File: src/rtl/cv32e40p_ft_nmr_guard.sv
// N-modular redundancy voter with leaky-bucket channel health tracking,
// graceful NMR/DMR/simplex/fail degradation and software reintegration.
module cv32e40p_ft_nmr_guard #(
   parameter int NCH       = 3,
   parameter int W         = 32,
   parameter int INCREMENT = 4,
   parameter int DECREMENT = 1,
   parameter int THRESHOLD = 12,
   parameter int COUNT_BIT = 5,
   parameter int STAT_BIT  = 16
) (
   input  logic                clk,
   input  logic                rst,
   input  logic                valid_i,
   input  logic [NCH*W-1:0]    to_vote_i,
   input  logic [NCH-1:0]      set_broken_i,
   input  logic [NCH-1:0]      clr_broken_i,
   output logic                valid_o,
   output logic [W-1:0]        voted_o,
   output logic [1:0]          mode_o,
   output logic [NCH-1:0]      is_broken_o,
   output logic                err_detected_o,
   output logic                err_corrected_o,
   output logic                uncorrectable_o,
   output logic [STAT_BIT-1:0] stat_corrected_o
);

   typedef enum logic [1:0] {
      M_NMR     = 2'd0,
      M_DMR     = 2'd1,
      M_SIMPLEX = 2'd2,
      M_FAIL    = 2'd3
   } mode_e;

   // 4 bits hold 2*NCH for NCH up to 7
   localparam int CW = 4;

   localparam logic [COUNT_BIT:0] LP_MAX = {1'b0, {COUNT_BIT{1'b1}}};
   localparam logic [COUNT_BIT:0] LP_INC = (COUNT_BIT+1)'(INCREMENT);
   localparam logic [COUNT_BIT:0] LP_DEC = (COUNT_BIT+1)'(DECREMENT);
   localparam logic [COUNT_BIT:0] LP_THR = (COUNT_BIT+1)'(THRESHOLD);

   logic                r_valid;
   logic [W-1:0]        r_voted;
   mode_e               r_mode;
   logic [NCH-1:0]      r_broken;
   logic                r_det;
   logic                r_corr;
   logic                r_unc;
   logic [STAT_BIT-1:0] r_stat;
   logic [COUNT_BIT-1:0] r_cnt [NCH];

   logic [CW-1:0]        w_h;
   logic [W-1:0]         w_voted;
   logic                 w_tie;
   logic [NCH-1:0]       w_mm;
   logic                 w_unc;
   logic                 w_det;
   logic                 w_corr;
   logic                 w_nmr;
   logic [COUNT_BIT-1:0] w_cnt_nx [NCH];
   logic [NCH-1:0]       w_broken_nx;
   logic [CW-1:0]        w_hn;
   mode_e                w_mode_nx;

   always_comb begin : p_vote
      logic [CW-1:0] w_ones;
      logic          w_low;
      logic          w_fnd;
      w_ones  = '0;
      w_low   = 1'b0;
      w_fnd   = 1'b0;
      w_h     = '0;
      w_voted = '0;
      w_tie   = 1'b0;
      for (int k = 0; k < NCH; k++) begin
         if (!r_broken[k]) w_h = w_h + CW'(1);
      end
      for (int b = 0; b < W; b++) begin
         w_ones = '0;
         w_low  = 1'b0;
         w_fnd  = 1'b0;
         for (int k = 0; k < NCH; k++) begin
            if (!r_broken[k]) begin
               if (to_vote_i[k*W+b]) w_ones = w_ones + CW'(1);
               if (!w_fnd) begin
                  w_low = to_vote_i[k*W+b];
                  w_fnd = 1'b1;
               end
            end
         end
         if ((w_ones << 1) > w_h) begin
            w_voted[b] = 1'b1;
         end else if (((w_h - w_ones) << 1) > w_h) begin
            w_voted[b] = 1'b0;
         end else begin
            // tie (or no healthy channel): lowest healthy index wins
            w_voted[b] = w_low;
            w_tie      = 1'b1;
         end
      end
   end

   always_comb begin
      w_mm = '0;
      for (int k = 0; k < NCH; k++) begin
         w_mm[k] = !r_broken[k] && (to_vote_i[k*W +: W] != w_voted);
      end
   end

   assign w_unc  = w_tie && (w_h >= CW'(2));
   assign w_det  = (|w_mm) || w_unc;
   assign w_corr = w_det && !w_unc;
   assign w_nmr  = (w_h >= CW'(3));

   always_comb begin : p_health
      logic [COUNT_BIT:0] w_sum;
      w_sum       = '0;
      w_broken_nx = r_broken;
      for (int k = 0; k < NCH; k++) begin
         w_sum       = {1'b0, r_cnt[k]} + LP_INC;
         w_cnt_nx[k] = r_cnt[k];
         if (valid_i && w_nmr && !r_broken[k]) begin
            if (w_mm[k]) begin
               w_cnt_nx[k] = (w_sum > LP_MAX) ? LP_MAX[COUNT_BIT-1:0]
                                              : w_sum[COUNT_BIT-1:0];
            end else if ({1'b0, r_cnt[k]} >= LP_DEC) begin
               w_cnt_nx[k] = COUNT_BIT'({1'b0, r_cnt[k]} - LP_DEC);
            end else begin
               w_cnt_nx[k] = '0;
            end
         end
         w_broken_nx[k] = r_broken[k] || ({1'b0, w_cnt_nx[k]} >= LP_THR);
         // set wins over clear, clear wins over a threshold crossing
         if (clr_broken_i[k] && !set_broken_i[k]) begin
            w_broken_nx[k] = 1'b0;
            w_cnt_nx[k]    = '0;
         end
         if (set_broken_i[k]) w_broken_nx[k] = 1'b1;
      end
   end

   always_comb begin
      w_hn = '0;
      for (int k = 0; k < NCH; k++) begin
         if (!w_broken_nx[k]) w_hn = w_hn + CW'(1);
      end
      if (w_hn >= CW'(3))      w_mode_nx = M_NMR;
      else if (w_hn == CW'(2)) w_mode_nx = M_DMR;
      else if (w_hn == CW'(1)) w_mode_nx = M_SIMPLEX;
      else                     w_mode_nx = M_FAIL;
   end

   always_ff @(posedge clk) begin
      if (rst) begin
         r_valid  <= 1'b0;
         r_voted  <= '0;
         r_mode   <= M_NMR;
         r_broken <= '0;
         r_det    <= 1'b0;
         r_corr   <= 1'b0;
         r_unc    <= 1'b0;
         r_stat   <= '0;
         for (int k = 0; k < NCH; k++) r_cnt[k] <= '0;
      end else begin
         r_valid  <= valid_i;
         r_mode   <= w_mode_nx;
         r_broken <= w_broken_nx;
         for (int k = 0; k < NCH; k++) r_cnt[k] <= w_cnt_nx[k];
         if (valid_i) begin
            r_voted <= w_voted;
            r_det   <= w_det;
            r_corr  <= w_corr;
            r_unc   <= w_unc;
            if (w_corr && (r_stat != {STAT_BIT{1'b1}})) begin
               r_stat <= r_stat + STAT_BIT'(1);
            end
         end else begin
            r_det  <= 1'b0;
            r_corr <= 1'b0;
            r_unc  <= 1'b0;
         end
      end
   end

   assign valid_o          = r_valid;
   assign voted_o          = r_voted;
   assign mode_o           = r_mode;
   assign is_broken_o      = r_broken;
   assign err_detected_o   = r_det;
   assign err_corrected_o  = r_corr;
   assign uncorrectable_o  = r_unc;
   assign stat_corrected_o = r_stat;

endmodule

File: config.mk
export PLATFORM = sky130hd
export DESIGN_NAME = cv32e40p_ft_nmr_guard
export DESIGN_NICKNAME = d
export VERILOG_FILES = /design/src/rtl/cv32e40p_ft_nmr_guard.sv
export SDC_FILE = /design/constraint.sdc
export NUM_CORES = 1
export LEC_CHECK = 0
export BUFFER_PORTS_ARGS = -buffer_cell sky130_fd_sc_hd__buf_2
export CORE_MARGIN = 2
export CORE_UTILIZATION = 50
export DETAILED_ROUTE_END_ITERATION = 16
export PLACE_DENSITY_LB_ADDON = 0.08
export SLEW_MARGIN = 20
export SYNTH_ARGS = -nofsm -noshare
export SYNTH_HDL_FRONTEND = slang
export SYNTH_SLANG_ARGS = --single-unit
File: constraint.sdc
create_clock -name clk -period 14.4 [get_ports clk]
set_input_delay 1.44 -clock clk [delete_from_list [all_inputs] [get_ports clk]]
set_output_delay 1.44 -clock clk [all_outputs]
set_load 0.005 [all_outputs]
==> results of run 1 <==
[flip-flops by register name, indices dropped and copies added, names as in the netlist]
name / count
err_corrected_o: 1
err_detected_o: 1
is_broken_o: 3
mode_o: 2
r_cnt: 15
stat_corrected_o: 16
uncorrectable_o: 1
valid_o: 1
voted_o: 32
[per-layer routing]
metal / up-vias / GRT usage / part of all wire
met1: 7418 / 0.4663 / 0.44
li1: 7409 / - / -
met2: 700 / 0.5174 / 0.44
met3: 115 / 0.04002 / 0.084
met5: - / 0 / 0
met4: 0 / 0.1165 / 0.035
[final timing paths]
| kind | endpoint | slack, ns | cells past startpoint |
|---|---|---|---|
| worst max register to register | mode_o[1] | 5.85 | 21 |
| worst min-delay path | voted_o[21] | 0.48 | 2 |
| worst min register to register | voted_o[21] | 0.48 | 2 |
| worst max-delay path | mode_o[1] | 5.85 | 21 |
[cell families after synthesis]
group,after synthesis
fa+ha+maj,275
xor+xnor,145
mux,74
simple gates,785
flops,72
compound gates,454
buf+inv,212
[worst max-delay path: cells and delay by family, from the launching register on]
kind	cells	cell delay, ns
AND/OR/NAND/NOR	5	1.66
adder cells (fa/ha/maj)	3	2.42
AO/OA/AOI/OAI	7	1.83
multiplexers	2	0.23
buffers and inverters	3	1.36
XOR/XNOR	1	0.29
flip-flops	1	0.53
[cell usage after synthesis, types with 21 or more instances]
master    instances  area [sq um]
or3_1            21         131.4
a211oi_1         42         315.3
xor2_1           28         245.2
buf_2            23         115.1
ha_1            210          2628
o21ai_0          79         395.4
a21oi_1         120         600.6
inv_1           126         473.0
clkbuf_1         35         131.4
dfxtp_1          72          1441
xnor2_1         113         989.7
nand3_1          86         430.4
nor3_1           47         235.2
mux2_2           33         371.6
nand2b_1         39         244.0
mux2i_1          32         320.3
fa_1             65          1301
nor2b_1         102         638.1
nor2_1          135         506.7
and3_1           33         206.5
nor4_1           24         150.1
a31oi_1          45         281.5
nand2_1         195         732.0
[final cells by class]
type / instances / share of cell area
Multi-Input combinational cell: 1733 / 0.7822
Sequential cell: 72 / 0.08605
Timing Repair Buffer: 179 / 0.05583
Tap cell: 396 / 0.02940
Inverter: 128 / 0.02851
Clock buffer: 9 / 0.01336
Clock inverter: 7 / 0.004677
[per-stage QoR]
step	cell area (sq um)	total power, W	setup slack [ns]
floorplan	15520	0.001285	2.730
global placement	16540	0.001673	5.802
detailed placement	16540	0.001705	5.826
CTS	16850	0.001958	5.779
global route	16850	0.002148	5.458
finish	16850	0.001984	5.848
[power by group]
| group | leakage [nW] | internal [W] | switching [W] | total, W |
|---|---|---|---|---|
| Combinational | 6.79 | 0.000566 | 0.000930 | 0.00150 |
| Sequential | 0.592 | 0.000217 | 0.0000220 | 0.000239 |
| Clock | 0.144 | 0.000137 | 0.000112 | 0.000249 |
| Total | 7.53 | 0.000920 | 0.00106 | 0.00198 |
==> run_results.csv, run 1 <==
group,metric,value,unit
yosys,syn_area_per_cell,7.694,sq um
yosys,synth_nets,2397,
global_routing,grt_pass1_vias,14540,
route,wl_per_cell,21.65,microns
sta,fin_tns_setup,0,ns
floorplanning,die_w,180.2,microns
setup_path,cp_slowest_cell,"fa_4",
yosys,synthAdderAreaFrac,0.2532,
clocking,clk_latency,0.37,ns
yosys,synth_area,15520,sq um
yosys,ys.flop_type,"dfxtp_1",
route,drt_iter0_drc,1392,
place,gp_congestion,0.9650,
floorplanning,fp-row-count,64,
floorplanning,core,30590,sq um
global_routing,antenna_found_initial,0,
setup_path,critPathArrivalTime,8.83,ns
sta,setup_viol,0,
power,peakVddDrop,0.00006967,V
clocking,cts_setup_buffers,0,
clocking,cts_hold_buffers,0,
power,power.leakage,7.528,nW
route,drt-pass1-iter-count,5,
setup_path,startpoint,"is_broken_o[0]",
yosys,ys_seq_area_frac,0.09288,
yosys,synth_warnings,0,
setup_path,worstReg2RegStart,"is_broken_o[0]",
yosys,synth-simple-area-share,0.2620,
yosys,synth_xor_area_frac,0.08377,
cells_and_area,fin_util,0.5509,
sta,maxSlewHeadroom,0.4175,
clocking,cts_buffer_depth,2,
status,status,"finished, final reports clean",
clocking,cts_resized,0,
floorplanning,initial_core_util,0.5073,
sta,final_hold_viol_count,0,
power,p_per_area,117.7,nW/um^2
sta,drv_slew,0,
setup_path,cp_cell_sequence,"fa_4, buf_4, inv_2, buf_4, fa_1, a21boi_0, nand2_1, mux2i_1, o31ai_2, xor2_1, nor4_1, nand3_1, or4_4, nor2_4, mux2i_1, o31a_1, a21o_1, ha_1, o31ai_1, a41oi_1, a211oi_1",
cells_and_area,nNetsFinal,2503,
setup_path,cp-end-kind,"flop",
cells_and_area,layout_common_cells,"210 x ha_1, 195 x nand2_1, 161 x buf_2, 135 x nor2_1, 123 x inv_1",
place,dp_cells,2508,
yosys,synth_compound_area_frac,0.1958,
floorplanning,die_y,180.2,microns
worst_hold_path,hold_path_class,"reg -> reg",
cells_and_area,fillers,2976,
clocking,cts_tree,"yes",
route,post-route-drc-count,0,
sta,fin_skew,0.01518,ns
cells_and_area,antennaDiodeCount,0,
yosys,synth.distinct_cells,95,
clocking,cts_sinks,72,
setup_path,startpoint_type,"flop",
global_routing,grt_overflow,0,
cells_and_area,final_common_cell,"ha_1",
sta,clock.fmax,116.9,MHz
place,dp_hpwl,41.55,mm
sta,fin_crit_sh,0.5939,
yosys,async_reset_ff_frac,0,
cells_and_area,area_delta_synth_final,8.595,%
flow_run,drv_cap,0,
cells_and_area,multiInputGateArea,13180,sq um
clocking,clockRootBuffer,"clkbuf_16",
cells_and_area,drive_gt1_frac,0.1382,
yosys,synth-edff-count,0,
sta,rsz0062_at_grt,"false",
yosys,synth_top_family_by_area,"simple AND/OR/NAND/NOR gates",
global_routing,grt_use_total,0.3300,
route,ant_nets,0,
yosys,ys_ff_latch,72,
yosys,synthMuxAreaShare,0.05321,
worst_hold_path,hold_start,"voted_o[21]",
global_routing,grt_max_degree,76,
setup_path,path_class,"reg -> reg",
cells_and_area,fin_cells,2524,
clocking,h-tree-depth,3,
route,vias,15640,
setup_path,cp_slowest_stage_delay,1.49,ns
setup_path,cp_max_fo,75,
yosys,synth_cells,2017,
clocking,numCtsBuffers,9,
sta,fin_crit,8.552,ns
floorplanning,ios,162,
floorplanning,die_area,32460,sq um
clocking,clk_pin_slew,0.08,ns
setup_path,required,14.68,ns
route,wl,54.65,mm
cells_and_area,final-seq-area,1450,sq um
sta,worst_slew_pin_slew,0.8647,ns
sta,whs,0.4800,ns
route,via_per_inst,6.197,
place,io_buffers,161,
global_routing,grt_first_pass_wirelength,84.75,mm
(Power assumes the default switching activity.)
==> run 2, diff against run 1 <==
clock period = 8.9 ns   (was 14.4 ns; I/O delays follow)
==> run 2 against run 1 <==
Die area stayed put. Global-route usage grew 0.082 points. Critical path depth is 1 higher. Hold slack got worse by 0.0025 ns. Clock power increased by 53%. Total power grew 62%. Via count is essentially flat. First-iteration DRC count shrank 2.2%. Non-clock buffer count up 11. Combinational power grew 63%. Utilization up 0.29 points.
==> run_results.csv, run 2 (same netlist as run 1, synthesis figures left out) <==
group,metric,value,unit
cells_and_area,antennaDiodeCount,0,
flow_run,drv_cap,0,
power,peakVddDrop,0.0001102,V
clocking,clockRootBuffer,"clkbuf_16",
setup_path,reg2reg_to,"mode_o[1]",
route,drt-pass1-iter-count,5,
global_routing,grt_overflow,0,
clocking,clk_pin_slew,0.08,ns
power,power.leakage,7.584,nW
clocking,cts_sinks,72,
floorplanning,initial_core_util,0.5073,
cells_and_area,area_delta_synth_final,9.167,%
cells_and_area,layout_common_cells,"210 x ha_1, 195 x nand2_1, 161 x buf_2, 135 x nor2_1, 123 x inv_1",
sta,fin_crit_sh,0.8874,
clocking,cts_resized,0,
worst_hold_path,hold_path_class,"reg -> reg",
sta,fin_skew,0.01694,ns
setup_path,startpoint_type,"flop",
clocking,cts_setup_buffers,0,
global_routing,grt_pass1_vias,14640,
clocking,cts_tree,"yes",
worst_hold_path,hold_start,"voted_o[13]",
worst_hold_path,hold_path_end,"voted_o[13]",
sta,setup_viol,0,
global_routing,antenna_found_initial,1,
sta,drv_slew,0,
route,wl,54.64,mm
setup_path,cp-end-kind,"flop",
clocking,numCtsBuffers,9,
place,dp_hpwl,41.93,mm
sta,clock.fmax,126.6,MHz
clocking,cts_buffer_depth,2,
clocking,h-tree-depth,3,
setup_path,required,9.16,ns
cells_and_area,largest_reg_flops,32,
route,via_per_inst,6.172,
setup_path,critPathArrivalTime,8.16,ns
floorplanning,die_y,180.2,microns
sta,fin_ws,1.002,ns
global_routing,grt_max_degree,63,
setup_path,worstReg2RegStart,"is_broken_o[1]",
cells_and_area,fin_area,16940,sq um
power,p_per_area,189.5,nW/um^2
clocking,cts_hold_buffers,0,
route,post-route-drc-count,0,
sta,whs,0.4775,ns
floorplanning,fp-row-count,64,
place,place_worst_setup_slack,0.9970,ns
route,drt_iter0_drc,1361,
setup_path,startpoint,"is_broken_o[1]",
setup_path,r2r_cells,22,
place,gp_congestion,0.9577,
route,ant_nets,0,
floorplanning,die_w,180.2,microns
setup_path,r2r_slack,1.00,ns
floorplanning,core,30590,sq um
status,status,"finished, final reports clean",
route,wl_per_cell,21.55,microns
cells_and_area,nNetsFinal,2514,
cells_and_area,fillers,2986,
global_routing,grt_use_total,0.3308,
worst_hold_path,min_path_cells,2,
cells_and_area,final-seq-area,1450,sq um
sta,final_hold_viol_count,0,
power,report.power.total,0.003211,W
cells_and_area,multiInputGateArea,13180,sq um
clocking,clk_latency,0.37,ns
sta,worst_slew_pin_slew,0.9049,ns
global_routing,grt_first_pass_wirelength,84.87,mm
sta,fin_crit,7.898,ns
place,io_buffers,161,
setup_path,cp_max_fo,52,
sta,rsz0062_at_grt,"false",
place,dpl-instance-area,16650,sq um
route,vias,15650,
cells_and_area,final_common_cell,"ha_1",
cells_and_area,drive_gt1_frac,0.1426,
floorplanning,die_area,32460,sq um
sta,fin_tns_setup,0,ns
floorplanning,ios,162,
setup_path,path_class,"reg -> reg",
sta,maxSlewHeadroom,0.3959,
[run 2: through the flow]
step / cells / util
floorplan: 2017 / -
global placement: 2519 / 0.5443
detailed placement: 2519 / 0.5443
CTS: 2535 / 0.5537
global route: 2535 / 0.5538
finish: 2535 / 0.5538
[run 2: final cells by class]
| cell class | count | share of cell area |
|---|---|---|
| clock buffer | 9 | 0.01329 |
| sequential | 72 | 0.08560 |
| timing repair buffer | 190 | 0.06189 |
| tap | 396 | 0.02925 |
| multi-input combinational | 1733 | 0.7781 |
| clock inverter | 7 | 0.003545 |
| inverter | 128 | 0.02836 |
[run 2: worst max-delay path, stage by stage, from the launching register on]
cell       delay [ns]
dfxtp_4          0.82
ha_1             0.26
or2_2            0.47
and2_4           0.51
buf_12           0.32
fa_1             0.46
inv_1            0.07
ha_1             0.24
a2111oi_0        0.37
and3b_1          0.27
o41ai_2          0.74
xor2_1           0.34
nor4_1           0.29
nand3_1          0.22
or4_4            0.60
nor2_4           0.18
mux2i_1          0.12
o31a_1           0.33
a21o_1           0.19
ha_1             0.32
o31ai_1          0.28
a41oi_1          0.07
a211oi_1         0.21
[run 2: layer usage]
layer  part of all wire  global-route usage
met3              0.072             0.03941
met5            0.00026                   0
met4              0.040              0.1210
met2               0.44              0.5311
met1               0.45              0.4561
[run 2: worst max-delay path by stage]
stage,end,slack [ns],cells past startpoint
5_1_grt,mode_o[1],0.79,22
6_report,mode_o[1],1.00,22
4_1_cts,mode_o[1],0.96,22
2_1_floorplan,mode_o[1],0.53,27
3_5_place_dp,mode_o[1],1.0,25
3_3_place_gp,mode_o[1],1.14,22
[run 2: power by group]
part / internal (W) / switching [W] / total [W] / leakage, nW
sequential: 0.000352 / 0.0000315 / 0.000383 / 0.592
combinational: 0.000927 / 0.00152 / 0.00245 / 6.85
clock: 0.000195 / 0.000186 / 0.000381 / 0.139
